===== config.mk =====
export PLATFORM = sky130hd
export DESIGN_NAME = rca_wb_sequencer
export DESIGN_NICKNAME = d
export VERILOG_FILES = /design/src/rtl/rca_wb_sequencer.sv
export SDC_FILE = /design/constraint.sdc
export NUM_CORES = 1
export LEC_CHECK = 0
export CORE_ASPECT_RATIO = 0.5
export CORE_MARGIN = 8
export CORE_UTILIZATION = 54
export DETAILED_ROUTE_END_ITERATION = 16
export GPL_TIMING_DRIVEN = 1
export PLACE_DENSITY = 0.77
export SYNTH_ARGS = -nofsm -noshare
export SYNTH_HDL_FRONTEND = slang
export SYNTH_SLANG_ARGS = --single-unit

===== constraint.sdc =====
create_clock -name clk -period 3.1 [get_ports clk]
set_input_delay 0.62 -clock clk [delete_from_list [all_inputs] [get_ports clk]]
set_output_delay 0.62 -clock clk [all_outputs]
set_load 0.05 [all_outputs]

===== src/rtl/rca_wb_sequencer.sv =====
// Writeback sequencer: queues issue-time writeback descriptors and commits the head once its IO units are valid.
// Optional macro RCA_WB_TIMEOUT_EN adds a sticky head-stall timeout (timeout_err).
module rca_wb_sequencer #(
  parameter int NUM_IO_UNITS    = 8,
  parameter int NUM_WRITE_PORTS = 2,
  parameter int DEPTH           = 4,
  parameter int SW              = $clog2(NUM_IO_UNITS)
) (
  input  logic                            clk,
  input  logic                            rst_n,
  input  logic                            flush,
  input  logic                            issue_valid,
  output logic                            issue_ready,
  input  logic [NUM_WRITE_PORTS*SW-1:0]   issue_sels,
  input  logic [NUM_WRITE_PORTS-1:0]      issue_port_en,
  input  logic [NUM_WRITE_PORTS*5-1:0]    issue_rd,
  input  logic [NUM_IO_UNITS-1:0]         unit_valid,
  output logic [NUM_IO_UNITS-1:0]         unit_consume,
  output logic [NUM_WRITE_PORTS*SW-1:0]   wb_sels,
  output logic                            wb_sels_valid,
  input  logic                            rf_ready,
  output logic [NUM_WRITE_PORTS-1:0]      rf_we,
  output logic [NUM_WRITE_PORTS*5-1:0]    rf_rd,
  output logic                            timeout_err
);

  localparam int AW = $clog2(DEPTH);
  localparam int PW = AW + 1;

  typedef enum logic [1:0] {EMPTY, WAIT, STALL, COMMIT} state_t;

  // Handshake: a descriptor transfers on a rising edge where issue_valid && issue_ready && !flush;
  // issue_ready depends only on registered occupancy, so a full queue never accepts via a same-cycle pop.

  logic [PW-1:0]                 wr_ptr, rd_ptr;
  logic [NUM_WRITE_PORTS*SW-1:0] sels_mem [DEPTH];
  logic [NUM_WRITE_PORTS-1:0]    en_mem   [DEPTH];
  logic [NUM_WRITE_PORTS*5-1:0]  rd_mem   [DEPTH];
  logic [NUM_WRITE_PORTS*SW-1:0] sels_hold;
  logic [NUM_WRITE_PORTS*5-1:0]  rd_hold;

  logic [NUM_WRITE_PORTS*SW-1:0] head_sels;
  logic [NUM_WRITE_PORTS-1:0]    head_en;
  logic [NUM_WRITE_PORTS*5-1:0]  head_rd;
  logic                          empty, full, head_ready, push, commit;
  state_t                        state;

  assign empty = (wr_ptr == rd_ptr);
  assign full  = (wr_ptr[AW] != rd_ptr[AW]) && (wr_ptr[AW-1:0] == rd_ptr[AW-1:0]);

  assign head_sels = sels_mem[rd_ptr[AW-1:0]];
  assign head_en   = en_mem[rd_ptr[AW-1:0]];
  assign head_rd   = rd_mem[rd_ptr[AW-1:0]];

  assign issue_ready   = !full;
  assign push          = issue_valid && !full && !flush;
  assign wb_sels_valid = !empty;

  always_comb begin
    head_ready = 1'b1;
    for (int i = 0; i < NUM_WRITE_PORTS; i++) begin
      if (head_en[i] && !unit_valid[head_sels[i*SW +: SW]]) head_ready = 1'b0;
    end
  end

  // Occupancy comes from the registered pointers; readiness and rf_ready qualify it within the cycle.
  always_comb begin
    if (empty)                      state = EMPTY;
    else if (!head_ready)           state = WAIT;
    else if (!rf_ready || flush)    state = STALL;
    else                            state = COMMIT;
  end

  assign commit = (state == COMMIT);

  always_comb begin
    unit_consume = '0;
    rf_we        = '0;
    if (commit) begin
      rf_we = head_en;
      for (int i = 0; i < NUM_WRITE_PORTS; i++) begin
        if (head_en[i]) unit_consume[head_sels[i*SW +: SW]] = 1'b1;
      end
    end
  end

  assign wb_sels = empty ? sels_hold : head_sels;
  assign rf_rd   = empty ? rd_hold   : head_rd;

  always_ff @(posedge clk or negedge rst_n) begin
    if (!rst_n) begin
      wr_ptr    <= '0;
      rd_ptr    <= '0;
      sels_hold <= '0;
      rd_hold   <= '0;
    end else begin
      if (!empty) begin
        sels_hold <= head_sels;
        rd_hold   <= head_rd;
      end
      if (flush) begin
        wr_ptr <= '0;
        rd_ptr <= '0;
      end else begin
        if (push)   wr_ptr <= wr_ptr + PW'(1);
        if (commit) rd_ptr <= rd_ptr + PW'(1);
      end
    end
  end

  // Storage needs no reset: it is only observed while the pointers say it is occupied.
  always_ff @(posedge clk) begin
    if (push) begin
      sels_mem[wr_ptr[AW-1:0]] <= issue_sels;
      en_mem[wr_ptr[AW-1:0]]   <= issue_port_en;
      rd_mem[wr_ptr[AW-1:0]]   <= issue_rd;
    end
  end

`ifdef RCA_WB_TIMEOUT_EN
  logic [9:0] to_cnt;
  logic       to_err;
  logic       to_inc;

  assign to_inc = !empty && !commit && !flush;

  // The error fires on the edge where the counter reaches 1023 and then sticks until reset.
  always_ff @(posedge clk or negedge rst_n) begin
    if (!rst_n) begin
      to_cnt <= '0;
      to_err <= 1'b0;
    end else begin
      if (flush || commit)                  to_cnt <= '0;
      else if (to_inc && to_cnt != 10'h3FF) to_cnt <= to_cnt + 10'd1;
      if (to_inc && to_cnt == 10'h3FE)      to_err <= 1'b1;
    end
  end

  assign timeout_err = to_err;
`else
  assign timeout_err = 1'b0;
`endif

endmodule

[Word-level counts from Yosys, hierarchy flattened]
Memories as Yosys holds them, arrays and structs flattened.
Cells that the tools add are included.
Cells by class
  add/subtract/negate cells: 2
  magnitude comparators: 4
  equality and inequality tests: 4
  mux-type cells: 26
  bitwise gates (word level): 1
  reductions and logical operators: 16
Operator list (number)
  two-way mux 8 bit: 4
  two-way mux 3 bit: 4
  two-way mux 10 bit: 1
  two-way mux 1 bit: 9
  < comparator 3 x 4 -> 1 bit (second input constant): 2
  bitwise OR 8 bit: 1
  logical AND 1 bit: 7
  adder 3 x 1 -> 3 bit (second input constant): 2
  binary-select mux 1 bit (select 3 bit): 2
  demux 1 bit (select 3 bit): 2
  greater-or-equal comparator 3 x 1 -> 1 bit (second input constant): 2
  zero test 1 bit: 6
  two-way mux 2 bit: 3
  two-way mux 6 bit: 1
  nonzero test 2 bit: 2
  == test 3 bit: 1
  == test 2 bit: 1
  == test 2 bit (second input constant): 1
  logical OR 1 bit: 1
  != test 1 bit: 1
Word-level totals
  register bits: 22
  bits in writable memories: 72
  input port bits: 31
  output and inout bits: 29
  logic and storage cells: 60
  memories kept: 3
Memory list
  rd_mem: words 4, bits a word 10, rd ports 1, clocked after Yosys merged registers in 0, write ports 1, RTL line 38  | logic [NUM_WRITE_PORTS*5-1:0] rd_mem [DEPTH];
  sels_mem: words 4, bits a word 6, rd ports 1, clocked after Yosys merged registers in 0, write ports 1, RTL line 36  | logic [NUM_WRITE_PORTS*SW-1:0] sels_mem [DEPTH];
  en_mem: words 4, bits a word 2, rd ports 1, clocked after Yosys merged registers in 0, write ports 1, RTL line 37  | logic [NUM_WRITE_PORTS-1:0] en_mem [DEPTH];

[Longest topological paths before layout]
An unclocked memory read counts as a cell.
  depth in word-level cells: 14
  mapped depth: 9
  gate-level depth less buffers: 6

[Least setup slack after synthesis]
OpenSTA, ideal clock, no wires.
  path kind: flip-flop to output port
  from: register rd_ptr[0]
  to: output port unit_consume[0]
  arrival: 2.645 ns
  data required time: 2.480 ns
  setup slack: -0.165 ns
  stages on the path, launching flop included: 10
  buffers on the path: 3
  cell sequence: dfrtp_1 buf_6 mux4_2 buf_6 or2_1 o21ai_2 a21o_2 nand3_4 buf_6 nor2_1
On the way
  longest elaborated chain between the ends: 11
  elaborated cells on any way between the ends: 31
  those cells by class: 4 x order compare; 2 x eq/ne; 16 x mux; 1 x bitwise; 6 x reduce/logical; 2 x memory
RTL lines
  start, declared: RTL line 35  | logic [PW-1:0] wr_ptr, rd_ptr;
  start signal, assigned: RTL line 106  | if (commit) rd_ptr <= rd_ptr + PW'(1);
  branches (longest 10 deep; another with memory read (4 x 6 bit))
  two-way mux 8 bit (*): RTL line 79  | if (commit) begin
  end, declared: RTL line 18  | output logic [NUM_IO_UNITS-1:0] unit_consume,
Mark *: on every way between the ends. The select of a mux whose other input is x is not followed.

[Worst setup path in the final report]
  from: register rd_ptr[0]
  to: output port unit_consume[1]
The elaborated chain is that of the path after synthesis.

==> key figures <==
Global route
  – First-pass GRT wire length: 14.7 mm
  – Global router's overall resource usage: 18.0%
  – Maximum number of pins on one net before global-route repair: 23
  – Via count of the first global-routing pass: 2657
  – Initial antenna violation count: 0
  – Global-route congestion overflow total: 0

Worst setup path
  – Data arrival time of the worst path: 2660 ps
  – Cells along the critical path: buf_12 -> mux4_2 -> or2b_1 -> o221ai_2 -> a21o_4 -> nand3_4 -> a21oi_4 -> buf_12
  – Crit path buf inv count: 2
  – Family of cells with the greatest summed delay on the critical path: multiplexers
  – Crit. End Element: output pin
  – Element type at the critical path start: flop
  – Worst-path maximum fanout: 6
  – CP peak stage delay: 560 ps
  – Data required time of the critical path: 2480 ps
  – Worst Setup Path Type: flop to output pin
  – Slowest stage cell, crit path: mux4_2
  – Reg-to-reg slack, setup: 340 ps
  – CP dominant cell by count: buf_12

Placed design
  – Count of placed standard cells including taps: 390
  – HPWL Detailed: 6.04 mm
  – Number of port buffers: 58
  – RD Place Congestion: 0.893

Clocking
  – Clock root cell: clkbuf_16
  – Sinks on the clock net: 94
  – Clock Latency Late Sink: 340 ps
  – Largest buffer count on any clock path: 2
  – Clk pin slew, worst setup/hold paths: 60 ps
  – Clock buffers created by TritonCTS: 9
  – Clock tree from TritonCTS: done
  – H-tree Lvls: 3

Timing
  – Final cycle utilization of the critical path: 106%
  – Final critical-path required period: 3280 ps
  – Count of final setup violators: 10
  – Number of hold violations in the final report: 0
  – Aggregate negative setup slack: -1630 ps
  – Setup slack after layout: -183 ps
  – RSZ-0062 raised after global routing: true
  – Min Hold Slack: 534 ps
  – Post-route clock skew: 10.1 ps
  – Highest clock rate: 305 MHz
  – Number of pins with negative max-slew slack in the final report: 0

Pwr
  – Power density cells: 766 nW/µm²
  – Leakage power of the design: 2.07 nW
  – Worst vdd ir: 552 µV

Synthesis
  – Post-synthesis instance area: 4020 µm²
  – Post-Synth Adder-Cell Area: 1.55%
  – Number of synthesized register bits: 94
  – Fraction of synthesized cell area taken by the top area cell type: 53.7%
  – Synthesized-area fraction occupied by xor and xnor cells: 1.09%
  – Net count after synthesis: 265
  – Dominant cells by area after synthesis: edfxtp_1, dfrtp_1, mux4_2, mux2_2, mux4_1
  – Simple logic cell fraction of the synthesized area: 7.03%
  – Number of distinct standard cells referenced by the synthesized netlist: 40
  – FFs w/ async S/R, synth: 23.4%
  – Largest family of logic cells by synthesized area: multiplexers
  – Synthesized netlist cell count: 229
  – Compound-Gate Fraction of Synth Area: 3.02%
  – Post-synth EDFFs: 72
  – Sequential area share after synthesis: 67.4%
  – Ys flop type: edfxtp_1
  – Mean instance size in the synthesized netlist: 17.6 µm²
  – Yosys warns: 0
  – Proportion of synthesized area in mux cells: 17.4%
  – Post-synth top area cell: edfxtp_1

Drt
  – Total iterations of the first detailed-routing run: 4
  – Wire length per cell: 22.1 µm
  – Number of vias after detailed routing: 2403
  – Remaining antenna violation count: 0
  – Number of design rule violations left after detail routing: 0
  – Iter 0 DRT Violations: 160
  – Drt via density: 5.69
  – Detailed Route WL: 9.32 mm

Final layout
  – Most used cells in the layout excluding fill and tap cells: edfxtp_1, clkdlybuf4s50_1, buf_12
  – Net count, final: 357
  – Diode insertion count for antenna repair: 0
  – Leading cell type in the layout, fill and taps excluded: edfxtp_1
  – Layout area overhead: 41.3%
  – Core utilization of the finished layout: 78.2%
  – Final cell count without fillers: 422
  – Ratio of cells with drive above 1 in the final layout: 39.9%

Run
  – Number of maximum-capacitance violations: 0

Floorplan
  – Area of the core: 7270 µm²
  – Initial Utilization: 55.4%
  – Placement row count: 22
  – Total Die Area: 10600 µm²
  – Overall die height: 77.0 µm
  – Die W: 138 µm
  – I/O pin count: 60

Outcome
  – Run status: complete, but fails checks
  – Violations in the final reports: negative setup slack

Min path
  – Min-Delay Path Class: flop to flop
-- cell families (layout without fill, tap and decap cells) --
group | after synthesis | in the layout
AO/OA/AOI/OAI | 15 | 15
XOR/XNOR | 5 | 5
adder cells (fa/ha/maj) | 5 | 5
buffers and inverters | 16 | 112
flip-flops | 94 | 94
multiplexers | 43 | 43
other | 1 | 1
AND/OR/NAND/NOR | 50 | 51
-- layer usage --
metal | vias up | part of all wire [%] | wire length, µm | global-route usage, %
li1 | 1064 | - | - | -
met1 | 1237 | 43 | 3980 | 21.4
met2 | 89 | 50 | 4660 | 30.1
met3 | 13 | 5.5 | 510 | 4.98
met4 | 0 | 1.9 | 174 | 7.75
met5 | - | 0 | 0 | 0
-- final cells by class --
class	instances	area, µm²
fillers	381	1580
repair buffers	90	1130
clock inverters	5	97.6
flip-flops and latches	94	2720
clock buffers	11	233
well taps	96	120
inverters	6	22.5
multi-input cells	120	1360
-- state kept, by name, summed over array words and instances (netlist names) --
signal / flops
rd_mem: 40
en_mem: 8
wr_ptr: 3
rd_ptr: 3
sels_hold: 6
sels_mem: 24
rd_hold: 10
-- metrics by stage --
stage | total power, mW | setup WS, ps | cell area [µm²]
6_report | 4.35 | -183 | 5690
5_1_grt | 4.50 | -261 | 5690
4_1_cts | 4.36 | -146 | 5610
3_5_place_dp | 3.07 | -5.39 | 5070
3_3_place_gp | 3.04 | 98.8 | 5070
2_1_floorplan | 2.35 | -165 | 4020
-- synth_stat cells (all sizes together) (2+ instances only) --
cell,instances
nor2,10
mux2,17
nand3,8
a21oi,5
o21ai,2
nand2,5
ha,5
nand2b,10
nor2b,2
xor2,2
dfrtp,22
or2,2
mux2i,8
clkbuf,2
inv,6
edfxtp,72
xnor2,3
buf,8
nand3b,2
and2,6
o22a,3
mux4,18
-- where the power goes --
part | internal [mW] | switching (mW) | leakage, nW
clock network | 0.783 | 0.424 | 0.159
logic | 0.754 | 0.850 | 0.996
registers | 1.50 | 0.0465 | 0.919
-- worst reg2reg max path: stages, from the launching register on --
cell	delay [ps]
dfrtp_2	440
buf_12	140
mux4_2	580
buf_6	160
or2b_1	190
o221ai_2	120
a21o_4	230
buf_12	130
nand3_4	120
buf_4	140
buf_4	110
mux2_4	290
-- final timing paths --
path,startpoint,to,cells past startpoint
setup reg to reg,rd_ptr[0]$_DFFE_PN0P_,rd_ptr[1]$_DFFE_PN0P_,11
hold reg to reg,rd_ptr[2]$_DFFE_PN0P_,rd_ptr[2]$_DFFE_PN0P_,1
setup / recovery,rd_ptr[0]$_DFFE_PN0P_,unit_consume[1],8
min in group asynchronous,rst_n,wr_ptr[2]$_DFFE_PN0P_,2
hold / removal,rd_ptr[2]$_DFFE_PN0P_,rd_ptr[2]$_DFFE_PN0P_,1
max in group asynchronous,rst_n,rd_ptr[0]$_DFFE_PN0P_,2
-- repair_timing --
action / 4_1_cts / 5_1_grt
cloned: 1 / 0
pin swaps: 10 / 4
setup endpoints to repair: 10 / 10
hold buffers: 0 / 0
gates resized for setup: 31 / 7
hold endpoints to repair: 0 / 0
buffers inserted: 11 / 4
Note: power is estimated with default switching activity, not from simulation.
